--- src/rtl/mux_arb_pkg.sv ---
// mux_arb_pkg: shared defaults and state encoding for the round-robin mux arbiter
package mux_arb_pkg;
  localparam int N_REQ_DEF = 16;
  localparam int SEL_W_DEF = 4;
  localparam int HOLD_MAX_DEF = 4;
  typedef enum logic {IDLE, BUSY} state_t;
endpackage

--- src/rtl/rr_pick.sv ---
// rr_pick: finds the first set request at or above ptr, wrapping modulo N_REQ
module rr_pick #(
  parameter int N_REQ = 16,
  parameter int SEL_W = 4
) (
  input  logic [N_REQ-1:0] req,
  input  logic [SEL_W-1:0] ptr,
  output logic             found,
  output logic [SEL_W-1:0] idx
);
  logic [N_REQ-1:0] rot;
  logic [SEL_W-1:0] off;
  always_comb begin
    rot = N_REQ'({req, req} >> ptr);
    found = |rot;
    off = '0;
    for (int k = N_REQ - 1; k >= 0; k--) if (rot[k]) off = SEL_W'(k);
    idx = ptr + off;
  end
endmodule

--- src/rtl/mux16_rr_arbiter.sv ---
// mux16_rr_arbiter: round-robin arbiter granting one requester a burst of up to HOLD_MAX beats
module mux16_rr_arbiter
  import mux_arb_pkg::*;
#(
  parameter int N_REQ = N_REQ_DEF,
  parameter int SEL_W = SEL_W_DEF,
  parameter int HOLD_MAX = HOLD_MAX_DEF
) (
  input  logic             clk,
  input  logic             rst_n,
  input  logic [N_REQ-1:0] req,
  input  logic [N_REQ-1:0] in,
  input  logic             out_ready,
  output logic [N_REQ-1:0] gnt,
  output logic [SEL_W-1:0] sel,
  output logic             out_valid,
  output logic             out_data
);
  state_t state_q, state_d;
  logic [N_REQ-1:0] gnt_q, gnt_d;
  logic [SEL_W-1:0] sel_q, sel_d, ptr_q, ptr_d, idx;
  logic [3:0] cnt_q, cnt_d;
  logic found, xfer;

  rr_pick #(.N_REQ(N_REQ), .SEL_W(SEL_W)) u_pick (
    .req(req), .ptr(ptr_q), .found(found), .idx(idx)
  );

  assign gnt = gnt_q;
  assign sel = sel_q;
  assign out_valid = (state_q == BUSY) && req[sel_q];
  assign out_data = in[sel_q];
  assign xfer = out_valid && out_ready;

  // A dropped request ends the burst without a beat; the last allowed beat ends it with one.
  always_comb begin
    state_d = state_q;
    gnt_d = gnt_q;
    sel_d = sel_q;
    ptr_d = ptr_q;
    cnt_d = cnt_q;
    if (state_q == IDLE) begin
      if (found) begin
        state_d = BUSY;
        gnt_d = N_REQ'(1) << idx;
        sel_d = idx;
        cnt_d = '0;
      end
    end else if (!req[sel_q] || (xfer && cnt_q == 4'(HOLD_MAX - 1))) begin
      state_d = IDLE;
      gnt_d = '0;
      ptr_d = sel_q + SEL_W'(1);
    end else if (xfer) begin
      cnt_d = cnt_q + 4'd1;
    end
  end

  always_ff @(posedge clk or negedge rst_n) begin
    if (!rst_n) begin
      state_q <= IDLE;
      gnt_q <= '0;
      sel_q <= '0;
      ptr_q <= '0;
      cnt_q <= '0;
    end else begin
      state_q <= state_d;
      gnt_q <= gnt_d;
      sel_q <= sel_d;
      ptr_q <= ptr_d;
      cnt_q <= cnt_d;
    end
  end
endmodule

--- config.mk ---
export PLATFORM = sky130hd
export DESIGN_NAME = mux16_rr_arbiter
export DESIGN_NICKNAME = d
export VERILOG_FILES = /design/src/rtl/mux_arb_pkg.sv /design/src/rtl/rr_pick.sv /design/src/rtl/mux16_rr_arbiter.sv
export SDC_FILE = /design/constraint.sdc
export NUM_CORES = 1
export LEC_CHECK = 0
export ABC_AREA = 1
export CAP_MARGIN = 25
export CORE_ASPECT_RATIO = 0.75
export CORE_UTILIZATION = 52
export CTS_CLUSTER_SIZE = 12
export DETAILED_ROUTE_END_ITERATION = 10
export PLACE_DENSITY = 0.84
export SYNTH_ARGS = -nofsm -noshare
export SYNTH_HDL_FRONTEND = slang
export SYNTH_SLANG_ARGS = --single-unit
export TNS_END_PERCENT = 1
--- constraint.sdc ---
create_clock -name clk -period 4.5 [get_ports clk]
set_input_delay 0.9 -clock clk [delete_from_list [all_inputs] [get_ports clk]]
set_output_delay 0.9 -clock clk [all_outputs]
set_load 0.01 [all_outputs]
# After elaboration in Yosys (flattened, before gate mapping)
# Index checks and enable logic that the tools add are counted.
# Widths: inputs -> output; s select.
[totals]
output_inout_bits = 22
elab_cells = 57
in_bits = 35
reg_bits = 29
[classes]
bitwise = 1
n_reduce_logical = 11
add_sub_neg = 3
n_eq_ne = 4
order_cmp = 1
shifts = 2
mux = 30
[op_table]
columns = ["op", "n"]
rows = [
  ["$mux 4", 20],
  ["$mux 16", 3],
  ["$shr 32x4->16", 1],
  ["$reduce_or 16->1", 1],
  ["$shl 1x4->16 const A", 1],
  ["$add 4x1->4 const B", 2],
  ["$bmux 1 s4", 2],
  ["$reduce_and 2->1", 3],
  ["$lt 4x5->1 const B", 1],
  ["$mux 1", 5],
  ["$add 4x4->4", 1],
  ["$eq 4x2->1 const B", 1],
  ["$ne 2x1->1 const B", 2],
  ["$logic_and 1x1->1", 3],
  ["$reduce_and 3->1", 1],
  ["$ne 2x2->1 const B", 1],
  ["$reduce_bool 2->1", 1],
  ["$logic_not 1->1", 1],
  ["$logic_or 1x1->1", 1],
  ["$not 1->1", 1],
]

# Longest topological paths before layout
# Gate-level depths: netlist of the first run.
[depth]
depth_word = 21
ltp_mapped = 32
depth_no_buf = 31

# By module
# Synthesis of the first run repeated with hierarchy kept, for this count alone.
[unflattened]
hier_cells = 450
hier_area_um2 = 2960.3
[modules_own_cells]
columns = ["mod", "area_each_um2", "seq_area_each_um2", "instances", "cells_each"]
rows = [
  ["mux16_rr_arbiter", 1821.7, 725.7, 1, 226],
  ["rr_pick", 1138.6, 0.0, 1, 224],
]

# Worst setup path before layout of the first run
# No wires, ideal clock.
[synth_timing]
path_type = "input to register"
from = "input req[4]"
to = "register sel_q[3] (netlist: sel[3])"
path_buffers = 0
setup_slack_ns = 1.108
t_required_ns = 4.377
stages = 27
setup_time_ns = 0.123
arrival_time_ns = 3.269
cell_sequence = "nand2_1 -> nand3_1 -> nand3_1 -> nand2_1 -> o21ai_0 -> nand2_1 -> nand2_1 -> nand2_1 -> nand2_1 -> nand2_1 -> nand2_1 -> nand2_1 -> nand2_1 -> nand2_1 -> nand2_1 -> nand2_1 -> nand2_1 -> a21oi_1 -> ha_1 -> a21o_1 -> a21oi_1 -> xor2_1 -> or2_1 -> nand2_2 -> inv_2 -> nand2_1 -> o21ai_1"
[synth_via]
elab_chain_cells = 18
elab_cells_between_ends = 20
classes_between = "1 x add/sub; 1 x shift; 16 x mux; 2 x reduce/logical"
[synth_lines]
columns = ["item", "line", "rtl"]
rows = [
  ["from (decl)", "mux16_rr_arbiter.sv:11", "input logic [N_REQ-1:0] req,"],
  ["$shr 32x4->16 *", "rr_pick.sv:14", "rot = N_REQ'({req, req} >> ptr);"],
  ["$mux 4 (16 in series)", "rr_pick.sv:17", "for (int k = N_REQ - 1; k >= 0; k--) if (rot[k]) off = SEL_W'(k);"],
  ["$add 4x4->4", "rr_pick.sv:18", "idx = ptr + off;"],
  ["to (signal assigned)", "mux16_rr_arbiter.sv:68", "sel_q <= sel_d;"],
  ["to (decl)", "mux16_rr_arbiter.sv:21", "logic [SEL_W-1:0] sel_q, sel_d, ptr_q, ptr_d, idx;"],
]
# Every way passes the cells marked *; elsewhere a longest branch is shown, timed or not.
# A chain may end at the register's enable or synchronous reset.

# Worst setup path in the final report of the first run
[layout_timing]
from = "input req[1]"
to = "register gnt_q[10] (netlist: gnt[10])"
[layout_via]
elab_chain_cells = 21
elab_cells_between_ends = 32
classes_between = "1 x add/sub; 1 x eq/ne; 2 x shift; 20 x mux; 8 x reduce/logical"
[layout_lines]
columns = ["item", "line", "rtl"]
rows = [
  ["$shr 32x4->16", "rr_pick.sv:14", ""],
  ["$mux 4 (16 in series)", "rr_pick.sv:17", ""],
  ["$add 4x4->4", "rr_pick.sv:18", ""],
  ["$shl 1x4->16", "mux16_rr_arbiter.sv:45", "gnt_d = N_REQ'(1) << idx;"],
  ["$mux 16", "mux16_rr_arbiter.sv:43", "if (found) begin"],
  ["$mux 16", "mux16_rr_arbiter.sv:42", "if (state_q == IDLE) begin"],
  ["to (signal assigned)", "mux16_rr_arbiter.sv:67", "gnt_q <= gnt_d;"],
  ["to (decl)", "mux16_rr_arbiter.sv:20", "logic [N_REQ-1:0] gnt_q, gnt_d;"],
]
# Several ways; a longest one is shown, not always the timed one. The select of a mux whose other input is x is not followed.

==> metrics.md, run 1 <==
| Metric | Value |
|---|---|
| Seq/Total Area, Yosys | 27.9% |
| Wire length reported by the detailed router | 7750 um |
| Number of warnings printed during yosys synthesis | 0 |
| Total CTS buffers | 5 |
| Clock-pin slew of the registers on the worst-case setup and hold paths | 60 ps |
| Post-CTS Resized | 0 |
| Worst supply voltage drop on vdd | 0.000528 V |
| Number of nets still failing antenna checks after routing | 0 |
| Remaining global-route overflow | 0 |
| Maximum clock insertion buffer count | 2 |
| Count of antenna diodes in the layout | 0 |
| Seq cells post-synth | 29 |
| Footprint of the flip-flops and latches | 726 um2 |
| Gate Count Post-Synth | 421 |
| Worst setup slack for register-to-register paths | 680 ps |
| Total of endpoints with negative setup slack in the final report | 0 |
| Final setup skew | 5.58 ps |
| Number of buffers inserted by hold repair at cts | 0 |
| Final period util | 93.2% |
| Switching Power | 0.00168 W |
| Std-Cell Core Area | 4620 um2 |
| Root Driver | sky130_fd_sc_hd__clkbuf_8 |
| Max-slew violations | 0 |
| DRC violations left | 0 |
| Switching power as a share of total power | 56.2% |
| Sum of negative setup slack | 0 ps |
| Most frequent cell on the critical path | sky130_fd_sc_hd__nand2_1 |
| Worst path slowest cell | sky130_fd_sc_hd__clkdlybuf4s50_1 |
| MaxCap Viol Count | 0 |
| Leakage power total | 1.56 nW |
| Die boundary width | 83.7 um |
| Clock tree from TritonCTS | yes |
| Setup repair after global routing missed its margin | no |
| Max H-tree Level | 2 |
| Die footprint | 5290 um2 |
| Area Overhead vs Synth | 27.3% |
| Count of nets after finishing | 513 |
| Y dimension of the die | 63.3 um |
| Largest area contributor in the synthesized netlist | sky130_fd_sc_hd__dfrtp_1 |
| Sequential share of power | 16.8% |
| Clock insertion delay at the later pin of the skew report | 280 ps |
| Port Buf Inserts | 56 |
| Data required time of the critical path | 4710 ps |
| Data arrival time of the critical path | 4400 ps |
| Last weighted congestion value of the routability-driven placer | 0.969 |
| Pin count of the biggest net entering global routing | 23 |
| Worst relative slew slack | 60.5% |
| Vias | 3066 |
| Via count of the first global-routing pass | 2785 |
| I/O pin cnt | 57 |
| Post-detail-place hpwl | 5900 um |
| Clock sink count | 29 |
| Synthesized cell area | 2600 um2 |
| Crit path time final | 4190 ps |
| Initial core utilization | 56.3% |
| Max stage delay on crit path | 560 ps |
| Post-CTS setup-driven buffer insertion count | 0 |
| Multi-input logic area | 1630 um2 |
| Number of library cell types mapped by synthesis | 35 |
| Core Rows | 21 |
| Synth Net Count | 462 |
| Fillers | 376 |
| Critical path startpoint category | input pin |
| Commonest register cell after synthesis | sky130_fd_sc_hd__dfrtp_1 |
| Top cells by area, synth | sky130_fd_sc_hd__dfrtp_1 (28%), sky130_fd_sc_hd__nand2_1 (18%), sky130_fd_sc_hd__nand3_1 (15%) |
| Max frequency | 238 MHz |
| Syn avg cell area | 6.18 um2 |
| Overall power after layout | 0.00298 W |
| Combinational Power Share | 73.6% |
| Async set or reset register ratio after synthesis | 100% |
| Detailed-route vias per instance | 5.78 |
| Category of the most critical setup path | in2reg |
| Pint | 0.00131 W |
| Share of the synthesized area in the top cell type | 27.9% |
| Pwr dens | 901 nW/um2 |
| Part of the total power dissipated in the clock network | 9.6% |
| CP Capture Type | flip-flop |
| Transition time at the pin with the least slew margin | 592 ps |
| Starting DRT DRC Count | 428 |
| Number of iterations in the first detailed-routing pass | 7 |
| Antenna violations before repair | 0 |
| Total count of hold-check failures in the final report | 0 |
| GRT Total Usage | 30.5% |
| Fraction of final layout cells sized beyond drive strength 1 | 6.13% |
| Result of the run | complete, no violations |
| Routed length per placed instance | 14.6 um |
| Maximum fanout encountered on the critical timing path | 9 |
| Hold Crit Class | reg2reg |
| First-pass GRT wire length | 13000 um |
| Post-synth EDFFs | 0 |
==> through the flow <==
| stage | instance area (um2) | hold slack [ps] | setup WS [ps] | util, % | instances |
|---|---|---|---|---|---|
| after floorplan | 2600 | 509 | 1110 | - | 421 |
| after global placement | 3160 | 476 | 352 | 68.4 | 521 |
| after detailed placement | 3160 | 480 | 137 | 68.4 | 521 |
| after CTS | 3280 | 497 | 447 | 71.0 | 529 |
| after global routing | 3310 | 520 | 70.7 | 71.6 | 530 |
| final | 3310 | 496 | 305 | 71.6 | 530 |
==> power by group through the flow <==
stage	clock network (W)	registers, W	logic, W
6_report	0.000285	0.000503	0.00220
5_1_grt	0.000304	0.000519	0.00244
4_1_cts	0.000290	0.000498	0.00214
3_5_place_dp	0	0.000500	0.00212
3_3_place_gp	0	0.000497	0.00205
2_1_floorplan	0	0.000462	0.00161
==> registers in the layout, indices dropped and copies added (netlist names) <==
signal / flops
ptr_q: 4
cnt_q: 4
sel: 4
state_q: 1
gnt: 16
==> critical path, delay by kind of cell <==
| family | cells | cell delay, ps |
|---|---|---|
| AO/OA/AOI/OAI | 5 | 730 |
| XOR/XNOR | 1 | 210 |
| adder cells (fa/ha/maj) | 1 | 200 |
| buffers and inverters | 4 | 840 |
| AND/OR/NAND/NOR | 20 | 1510 |
==> Yosys cell counts, types with 2 or more instances <==
library cell,count
sky130_fd_sc_hd__a21oi_1,9
sky130_fd_sc_hd__buf_2,7
sky130_fd_sc_hd__buf_6,3
sky130_fd_sc_hd__clkbuf_1,5
sky130_fd_sc_hd__dfrtp_1,29
sky130_fd_sc_hd__ha_1,6
sky130_fd_sc_hd__inv_1,30
sky130_fd_sc_hd__inv_2,4
sky130_fd_sc_hd__inv_4,2
sky130_fd_sc_hd__nand2_1,127
sky130_fd_sc_hd__nand2_2,2
sky130_fd_sc_hd__nand3_1,78
sky130_fd_sc_hd__nor2_1,28
sky130_fd_sc_hd__o21ai_0,36
sky130_fd_sc_hd__o21ai_1,23
sky130_fd_sc_hd__o21bai_1,2
sky130_fd_sc_hd__o221ai_1,2
sky130_fd_sc_hd__o22ai_1,6
sky130_fd_sc_hd__or2_1,2
sky130_fd_sc_hd__xor2_1,5
==> cell families (layout without fill, tap and decap cells) <==
kind of cell    count (synthesis)  in the layout  share of synthesized area, %
simple gates                  242            242                          39.9
compound gates                 84             84                          17.9
buf+inv                        54            106                          9.38
flops                          29             29                          27.9
fa+ha+maj                       6              6                          2.89
xor+xnor                        6              6                          2.02
==> metal layers <==
metal  track usage [%]  part of all wire, %  vias up
li1                  -                    -     1501
met1              42.2                   44     1371
met2              47.1                   43      178
met3              9.17                   11       16
met4              6.57                  1.5        0
met5                 0                    0        -
==> cell type report <==
type                       count  area share (%)
tap                           57            2.15
timing repair buffer          61            18.7
clock buffer                   6            2.49
inverter                      37            4.38
clock inverter                 2            1.13
multi-input combinational    338            49.3
sequential                    29            21.9
==> worst paths after layout <==
kind	from	to	cells past startpoint
min in group asynchronous	rst_n	cnt_q[3]	1
max reg2reg	ptr_q[0]	sel[3]	27
max in group asynchronous	rst_n	gnt[10]	3
min	gnt[4]	gnt[4]	2
max	req[1]	gnt[10]	31
min reg2reg	gnt[4]	gnt[4]	2
==> placed cells by master (no fill, tap or decap), types with 4 or more instances in the layout <==
master                            count
sky130_fd_sc_hd__clkbuf_8             6
sky130_fd_sc_hd__inv_1               30
sky130_fd_sc_hd__nor2_1              28
sky130_fd_sc_hd__clkdlybuf4s50_1     56
sky130_fd_sc_hd__a21oi_1              9
sky130_fd_sc_hd__o21ai_0             36
sky130_fd_sc_hd__o22ai_1              6
sky130_fd_sc_hd__o21ai_1             23
sky130_fd_sc_hd__nand2_1            127
sky130_fd_sc_hd__buf_4                4
sky130_fd_sc_hd__ha_1                 6
sky130_fd_sc_hd__nand3_1             78
sky130_fd_sc_hd__inv_2                4
sky130_fd_sc_hd__dfrtp_1             29
sky130_fd_sc_hd__xor2_1               5
Note: power is estimated with default switching activity, not from simulation.
==> run 2, diff against run 1 <==
--- a/config.mk
+++ b/config.mk
@@ -9,9 +9,9 @@
 export CAP_MARGIN = 25
 export CORE_ASPECT_RATIO = 0.75
 export CORE_UTILIZATION = 52
-export CTS_CLUSTER_SIZE = 12
 export DETAILED_ROUTE_END_ITERATION = 10
 export PLACE_DENSITY = 0.84
+export SLEW_MARGIN = 5
 export SYNTH_ARGS = -nofsm -noshare
 export SYNTH_HDL_FRONTEND = slang
 export SYNTH_SLANG_ARGS = --single-unit
==> results of run 2 <==
The final DEF is identical to that of run 1; final timing and power are the same.
